### src/rtl/tm1638_board_ctrl.sv
// tm1638_board_ctrl: refreshes a TM1638 LED&KEY board from the muxed
// 7-seg/led game outputs and scans its 8 keys back once per frame.
module tm1638_board_ctrl #(
    parameter int clk_mhz    = 27,
    parameter int tm_clk_khz = 500,
    parameter int brightness = 7,
    parameter int read_wait  = 2
) (
    input  logic       clock,
    input  logic       reset_n,
    input  logic [7:0] led,
    input  logic [7:0] abcdefgh,
    input  logic [7:0] digit,
    output logic [7:0] key,
    output logic       tm_stb,
    output logic       tm_clk,
    output logic       tm_dio_out,
    output logic       tm_dio_oe,
    input  logic       tm_dio_in,
    output logic       frame_done
);

    localparam int HP  = clk_mhz * 1000 / (2 * tm_clk_khz);
    localparam int HPW = (HP > 1) ? $clog2(HP) : 1;
    localparam logic [HPW-1:0] HP_LAST = HPW'(HP - 1);
    localparam logic [3:0]     RW_LAST = 4'(read_wait - 1);
    localparam logic [2:0]     BRIGHT  = 3'(brightness);

    typedef enum logic [3:0] {
        S_IDLE,
        S_CMD_WR,
        S_G_ADDR,
        S_ADDR_WR,
        S_G_DISP,
        S_DISP,
        S_G_RD,
        S_CMD_RD,
        S_RD_WAIT,
        S_RD,
        S_DONE
    } state_e;

    state_e state;
    state_e state_nx;

    logic [HPW-1:0] hp_cnt;
    logic           tick;
    logic [3:0]     hb;
    logic [4:0]     byte_idx;
    logic           byte_end;

    logic [7:0] seg_buf [8];
    logic [7:0] shd_seg [8];
    logic [7:0] shd_led;

    logic       dio_s1;
    logic       dio_s2;
    logic [7:0] rx_key;

    logic [3:0] slot;
    logic [7:0] wr_data;
    logic [7:0] tx_byte;

    logic stb_d;
    logic clk_d;
    logic dio_d;
    logic oe_d;

    // TM byte order is a..g then dp from bit0, the reverse of abcdefgh
    function automatic logic [7:0] seg_remap(input logic [7:0] s);
        logic [7:0] r;
        for (int i = 0; i < 8; i++) begin
            r[i] = s[7-i];
        end
        return r;
    endfunction

    assign tick     = (hp_cnt == HP_LAST);
    assign byte_end = tick && (hb == 4'd15);

    always_ff @(posedge clock or negedge reset_n) begin
        if (!reset_n) begin
            hp_cnt <= '0;
        end else if (state == S_DONE || tick) begin
            hp_cnt <= '0;
        end else begin
            hp_cnt <= hp_cnt + 1'b1;
        end
    end

    // hb counts half periods within a state; byte_idx counts whole bytes
    always_ff @(posedge clock or negedge reset_n) begin
        if (!reset_n) begin
            hb       <= '0;
            byte_idx <= '0;
        end else if (state_nx != state) begin
            hb       <= '0;
            byte_idx <= '0;
        end else if (tick) begin
            hb <= hb + 1'b1;
            if (hb == 4'd15 && byte_idx != 5'd16) begin
                byte_idx <= byte_idx + 1'b1;
            end
        end
    end

    always_ff @(posedge clock or negedge reset_n) begin
        if (!reset_n) begin
            state <= S_IDLE;
        end else begin
            state <= state_nx;
        end
    end

    always_comb begin
        state_nx = state;
        unique case (state)
            S_IDLE:    if (tick && hb == 4'd1) state_nx = S_CMD_WR;
            S_CMD_WR:  if (byte_end) state_nx = S_G_ADDR;
            S_G_ADDR:  if (tick && hb == 4'd1) state_nx = S_ADDR_WR;
            S_ADDR_WR: if (byte_end && byte_idx == 5'd16) state_nx = S_G_DISP;
            S_G_DISP:  if (tick && hb == 4'd1) state_nx = S_DISP;
            S_DISP:    if (byte_end) state_nx = S_G_RD;
            S_G_RD:    if (tick && hb == 4'd1) state_nx = S_CMD_RD;
            S_CMD_RD:  if (byte_end) state_nx = S_RD_WAIT;
            S_RD_WAIT: if (tick && hb == RW_LAST) state_nx = S_RD;
            S_RD:      if (byte_end && byte_idx == 5'd3) state_nx = S_DONE;
            S_DONE:    state_nx = S_IDLE;
            default:   state_nx = S_IDLE;
        endcase
    end

    always_ff @(posedge clock or negedge reset_n) begin
        if (!reset_n) begin
            for (int i = 0; i < 8; i++) begin
                seg_buf[i] <= '0;
            end
        end else begin
            for (int i = 0; i < 8; i++) begin
                if (digit[i]) seg_buf[i] <= abcdefgh;
            end
        end
    end

    always_ff @(posedge clock or negedge reset_n) begin
        if (!reset_n) begin
            for (int i = 0; i < 8; i++) begin
                shd_seg[i] <= '0;
            end
            shd_led <= '0;
        end else if (state == S_IDLE && state_nx == S_CMD_WR) begin
            shd_seg <= seg_buf;
            shd_led <= led;
        end
    end

    // data bytes follow 0xC0: even slot = segments, odd slot = led
    always_comb begin
        slot = 4'(byte_idx - 5'd1);
        if (slot[0]) begin
            wr_data = {7'b0, shd_led[slot[3:1]]};
        end else begin
            wr_data = seg_remap(shd_seg[slot[3:1]]);
        end
    end

    always_comb begin
        tx_byte = 8'hFF;
        unique case (state)
            S_CMD_WR:  tx_byte = 8'h40;
            S_ADDR_WR: tx_byte = (byte_idx == 5'd0) ? 8'hC0 : wr_data;
            S_DISP:    tx_byte = {5'b10001, BRIGHT};
            S_CMD_RD:  tx_byte = 8'h42;
            default:   tx_byte = 8'hFF;
        endcase
    end

    always_comb begin
        stb_d = 1'b1;
        clk_d = 1'b1;
        dio_d = 1'b1;
        oe_d  = 1'b0;
        unique case (state)
            S_CMD_WR, S_ADDR_WR, S_DISP, S_CMD_RD: begin
                stb_d = 1'b0;
                clk_d = hb[0];
                dio_d = tx_byte[hb[3:1]];
                oe_d  = 1'b1;
            end
            S_RD_WAIT: stb_d = 1'b0;
            S_RD: begin
                stb_d = 1'b0;
                clk_d = hb[0];
            end
            default: ;
        endcase
    end

    always_ff @(posedge clock or negedge reset_n) begin
        if (!reset_n) begin
            tm_stb     <= 1'b1;
            tm_clk     <= 1'b1;
            tm_dio_out <= 1'b1;
            tm_dio_oe  <= 1'b0;
            frame_done <= 1'b0;
        end else begin
            tm_stb     <= stb_d;
            tm_clk     <= clk_d;
            tm_dio_out <= dio_d;
            tm_dio_oe  <= oe_d;
            frame_done <= (state == S_DONE);
        end
    end

    always_ff @(posedge clock or negedge reset_n) begin
        if (!reset_n) begin
            dio_s1 <= 1'b1;
            dio_s2 <= 1'b1;
        end else begin
            dio_s1 <= tm_dio_in;
            dio_s2 <= dio_s1;
        end
    end

    // only bits 0 and 4 of each read byte carry keys on this board
    always_ff @(posedge clock or negedge reset_n) begin
        if (!reset_n) begin
            rx_key <= '0;
        end else if (state == S_RD && tick && hb[0] && hb[2:1] == 2'b00) begin
            rx_key[{hb[3], byte_idx[1:0]}] <= dio_s2;
        end
    end

    always_ff @(posedge clock or negedge reset_n) begin
        if (!reset_n) begin
            key <= '0;
        end else if (state == S_DONE) begin
            key <= rx_key;
        end
    end

endmodule
### config.mk
export PLATFORM = sky130hd
export DESIGN_NAME = tm1638_board_ctrl
export DESIGN_NICKNAME = d
export VERILOG_FILES = /design/src/rtl/tm1638_board_ctrl.sv
export SDC_FILE = /design/constraint.sdc
export NUM_CORES = 1
export LEC_CHECK = 0
export ABC_AREA = 1
export BUFFER_PORTS_ARGS = -buffer_cell sky130_fd_sc_hd__buf_4
export CORE_MARGIN = 2
export CORE_UTILIZATION = 50
export CTS_CLUSTER_SIZE = 28
export DETAILED_ROUTE_END_ITERATION = 7
export PLACE_DENSITY = 0.67
export SKIP_LAST_GASP = 1
export SYNTH_ARGS = -nofsm -noshare
export SYNTH_HDL_FRONTEND = slang
export SYNTH_SLANG_ARGS = --single-unit
### constraint.sdc
create_clock -name clock -period 5.9 [get_ports clock]
set_input_delay 0.295 -clock clock [delete_from_list [all_inputs] [get_ports clock]]
set_output_delay 0.295 -clock clock [all_outputs]
set_load 0.02 [all_outputs]
Word level (Yosys, flattened, before mapping)

Cells that the tools add are included.

Register bits after elaboration: 177
Input port bits: 27
Output and inout port bits: 13
Logic and storage cells: 112

$add $sub $neg: 4
$lt $le $gt $ge: 5
Equality and inequality tests: 18
Muxes and demuxes: 34
Bitwise gates (word level): 1
Reductions and logical operators: 20

Operators with widths:

| operator            | count |
|---|---|
| $mux 4              | 12 |
| $pmux 4 s10         | 1 |
| $mux 8              | 4 |
| $pmux 8 s4          | 1 |
| $bmux 8 s3          | 1 |
| $mux 5              | 4 |
| $eq 4x3->1 const B  | 4 |
| $eq 4x4->1 const B  | 4 |
| $eq 4x1->1 const B  | 3 |
| $lt 3x4->1 const B  | 3 |
| $add 5x1->5 const B | 2 |
| $eq 5x5->1 const B  | 2 |
| $logic_and 1x1->1   | 10 |
| $bwmux 8            | 1 |
| $eq 4x2->1 const B  | 2 |
| $mux 1              | 7 |
| $bmux 1 s3          | 2 |
| $reduce_or 6->1     | 1 |
| $eq 5x2->1 const B  | 1 |
| $logic_not 5->1     | 1 |
| $ne 5x5->1 const B  | 1 |
| $reduce_or 5->1     | 1 |
| $add 4x1->4 const B | 1 |
| $ge 4x4->1 const B  | 1 |
| other kinds (11)    | 12 |

Depth between registers and ports, before layout

Depth after elaboration: 11
Depth in mapped cells: 19
Gate-level depth less buffers: 16

Worst setup path after synthesis

No wires, ideal clock.

Path type: flip-flop to flip-flop
From: reg byte_idx[0]
To: reg tm_dio_out
Setup time: 0.085 ns
Arrival: 1.995 ns
Data required time: 5.815 ns
Setup slack: 3.820 ns
Cell stages (with the launch flop): 13
Path buffers: 3
Cells stage by stage: dfrtp_1 -> buf_4 -> inv_2 -> ha_1 -> buf_2 -> buf_2 -> or2_2 -> o211ai_1 -> nand3_1 -> a21oi_1 -> o21ai_0 -> nand3_1 -> nand3_1

Longest elaborated chain between the ends: 11
Elaborated cells on any way between the ends: 14

Ends and longest elaborated chain:

| what                                       | line | text |
|---|---|---|
| start: declaration                         | 49   | `logic [4:0] byte_idx;` |
| start signal: assignment                   | 102  | `byte_idx <= byte_idx + 1'b1;` |
| $sub 4x1->4                                | 159  | `slot = 4'(byte_idx - 5'd1);` |
| $not 3->4 (implied by the code)            | 163  | `wr_data = seg_remap(shd_seg[slot[3:1]]);` |
| $bmux 8 s3                                 | 163  |  |
| $mux 8 (implied by the code) (2 in series) | 163  |  |
| $mux 8                                     | 160  | `if (slot[0]) begin` |
| $mux 8 (*)                                 | 171  | `S_ADDR_WR: tx_byte = (byte_idx == 5'd0) ? 8'hC0 : wr_data;` |
| $pmux 8 s4 (*)                             | 169  | `unique case (state)` |
| $bmux 1 s3 (*)                             | 187  | `dio_d = tx_byte[hb[3:1]];` |
| $mux 1 (implied by the code) (*)           | 187  |  |
| $mux 1 (*)                                 | 183  | `unique case (state)` |
| named net dio_d                            | 66   | `logic dio_d;` |
| end signal: assignment                     | 209  | `tm_dio_out <= dio_d;` |
| end: declaration                           | 17   | `output logic tm_dio_out,` |

Mark *: on every way through the listed nets, which the timed path passes. The rest lies on a longest branch. The select of a mux whose other input is x is not followed.
A chain may end at the register's enable or synchronous reset.

Worst setup path after layout

Ends and elaborated chain as after synthesis.

==> impl_metrics.ini <==
[placed_design]
place_congestion = 0.837
place_hpwl_microns = 11200
io_buffers = 39
dpl_cell_area_sq_um = 8440

[power_and_ir_drop]
seq_power_share = 0.498
powerDensity_nw_per_um2 = 282
switchingPower_w = 0.000567
netSwitchingFraction = 0.223
leakage_nw = 4.47
p_int_w = 0.00198
clockPowerShare = 0.457
power.total_w = 0.00255
combPwrFrac = 0.045
ir_drop_mv = 0.218

[global_route]
grt_pass1_wl_microns = 28700
gr-total-overflow = 0
grt_max_degree = 112
track_usage = 0.210
grt_pass1_vias = 5555
antenna_found_initial = 0

[clocking]
cts_tree = built
clkLatencyLatePin_ns = 0.43
cts.sinks = 177
cts_max_level = 4
clockBufferDepth = 2
path_clk_slew_ns = 0.07
clock-root-buffer = clkbuf_16
cts_buffers = 17
cts-resized-gates = 0

[drt]
drtIter0Drc = 507
vias = 5929
avgViaCountPerCell = 4.99
drtPass1Iterations = 5
routed_wl_microns = 17200
post_drt_wl_per_cell_microns = 14.4
drc = 0
antenna_left = 0

[synth]
synth_ff_type = dfrtp_1
netlist_instances = 943
postSynthRegisterBits = 177
syn_area_per_cell_sq_um = 8.60
yosysWarnings = 0
synth_async_sr_flop_share = 1.00
synth_cell_types = 43
ys_seq_area_frac = 0.547
synth_edf_count = 0
syn-cell-area_sq_um = 8110
synth_nets = 976

[die]
rows = 46
start_util = 0.511
pin_count = 40
fp.coreArea_sq_um = 15900
die_y_microns = 131
fp.dieW_microns = 131
dieArea_sq_um = 17300

[finish]
finalInstanceArea_sq_um = 9050
final_common_cell = nand2_1
diodes = 0
drive_above_1_share = 0.142
utilization = 0.570
final_nets = 995
nFillCells = 1516
syn_to_final_growth_pct = 11.6
final_cell_mix = nand2_1 (287), dfrtp_1 (172), o21ai_0 (117), inv_1 (105), nor2_1 (45)

[run_status]
status = finished clean

[timing]
timing.fmax_mhz = 290
period_needed_ns = 3.44
whs_ns = 0.0186
hold_viol_final = 0
period_share = 0.584
maxSlewViolCount = 0
finalSetupViolCount = 0
maxSlewHeadroom = 0.278
timing.setup.tns_ns = 0
rsz0062_at_grt = no
tightest_slew_ns = 1.08
fin_skew_ns = 0.0166

[worst_setup_path]
critPathLaunch = byte_idx[0]$_DFFE_PN0P_
cp.arrival_ns = 3.80
cp-start-kind = flop
r2r_slack_ns = 2.46
path_class = flop to flop
critPathMaxFanout = 37
r2r_cells = 16
rr_endpoint = tm_dio_out$_DFF_PN1_
end_kind = flop
cp-endpoint = tm_dio_out$_DFF_PN1_
critical_path_required_ns = 6.26
r2r-start = byte_idx[0]$_DFFE_PN0P_

[worst_hold_path]
hold_class = primary input to async pin

[run]
maxCapViolations = 0
layout make-up:
class	count	area [sq um]	share of cell area
Clock buffer	20	457	0.0504
Clock inverter	10	148	0.0163
Inverter	118	450	0.0497
Multi-Input combinational cell	606	2970	0.328
Sequential cell	177	4440	0.490
Tap cell	216	270	0.0298
Timing Repair Buffer	42	322	0.0355
sequential cells by signal (all words and copies together) (netlist names):
register    cells
tm_dio_out      1
shd_led         8
dio_s1          1
hb              4
tm_stb          1
hp_cnt          5
rx_key          8
dio_s2          1
tm_dio_oe       1
tm_clk          1
state           4
byte_idx        5
seg_buf        64
key             8
frame_done      1
shd_seg        64
power groups by stage:
stage               sequential [W]  clock [W]  combinational [W]
floorplan                  0.00129          0          0.0000580
global placement           0.00129          0           0.000114
detailed placement         0.00129          0           0.000118
CTS                        0.00127    0.00119           0.000119
global route               0.00127    0.00124           0.000135
finish                     0.00127    0.00117           0.000116
critical path, stage by stage, from the launching register on:
cell     delay, ns
dfrtp_1       0.56
inv_2         0.16
ha_1          1.04
inv_2         0.54
nand2_1       0.18
nand2_1       0.08
nand2_1       0.07
nand2_1       0.08
nand2_1       0.06
nand3_1       0.08
nand2_1       0.09
nand2_1       0.06
nand2_1       0.07
nand2_1       0.05
nand2_1       0.06
nand3_1       0.06
nand3_1       0.09
metrics by stage:
stage                     setup WS [ns]  std cells
final                              2.46       1189
after global routing               2.05       1189
after CTS                          2.44       1189
after detailed placement           2.47       1158
after global placement             2.60       1158
after floorplan                    3.82        943
what timing repair did:
item / CTS / global route
setup buffers: 0 / 0
hold endpoints to repair: 1 / 0
hold buffers: 1 / 0
Yosys cell counts (6+ instances only):
| library cell | count | area [sq um] |
|---|---|---|
| a21oi_1 | 7 | 35.0 |
| buf_2 | 6 | 30.0 |
| buf_6 | 8 | 90.1 |
| clkbuf_1 | 16 | 60.1 |
| clkbuf_2 | 6 | 30.0 |
| dfrtp_1 | 172 | 4300 |
| ha_1 | 6 | 75.1 |
| inv_1 | 105 | 394 |
| inv_2 | 9 | 33.8 |
| mux2_4 | 8 | 120 |
| nand2_1 | 287 | 1080 |
| nand2_2 | 6 | 37.5 |
| nand3_1 | 34 | 170 |
| nor2_1 | 45 | 169 |
| nor2_2 | 12 | 75.1 |
| o211ai_1 | 11 | 82.6 |
| o21ai_0 | 117 | 586 |
| o21ai_1 | 28 | 140 |
| or2_2 | 11 | 68.8 |
| xor2_1 | 8 | 70.1 |
cells by family (layout without fill, tap and decap cells):
family / after synthesis / count (layout) / synth area share
compound gates: 167 / 167 / 0.108
xor+xnor: 9 / 9 / 0.00972
fa+ha+maj: 6 / 6 / 0.00926
buf+inv: 160 / 190 / 0.0865
flops: 177 / 177 / 0.547
mux: 8 / 8 / 0.0148
simple gates: 416 / 416 / 0.225
worst min-delay path by stage:
stage / start / end / slack [ns] / cells after the start
after floorplan: reset_n / byte_idx[0]$_DFFE_PN0P_ / -0.0006 / 0
after global routing: led[6] / shd_led[6]$_DFFE_PN0P_ / 0.09 / 2
after global placement: dio_s1$_DFF_PN1_ / dio_s2$_DFF_PN1_ / 0.35 / 0
after detailed placement: dio_s1$_DFF_PN1_ / dio_s2$_DFF_PN1_ / 0.35 / 0
after CTS: reset_n / seg_buf[13]$_DFFE_PN0P_ / 0.06 / 1
final: reset_n / shd_seg[30]$_DFFE_PN0P_ / 0.02 / 1
routing by layer:
| metal | routed length [microns] | track usage | share of wire | vias to the layer above |
|---|---|---|---|---|
| li1 | - | - | - | 2996 |
| met4 | 162 | 0.0513 | 0.0094 | 0 |
| met3 | 575 | 0.0455 | 0.033 | 12 |
| met2 | 7940 | 0.327 | 0.46 | 108 |
| met1 | 8500 | 0.302 | 0.50 | 2813 |
| met5 | 0 | 0 | 0 | - |
No activity file was read; power rests on OpenSTA's default activity.
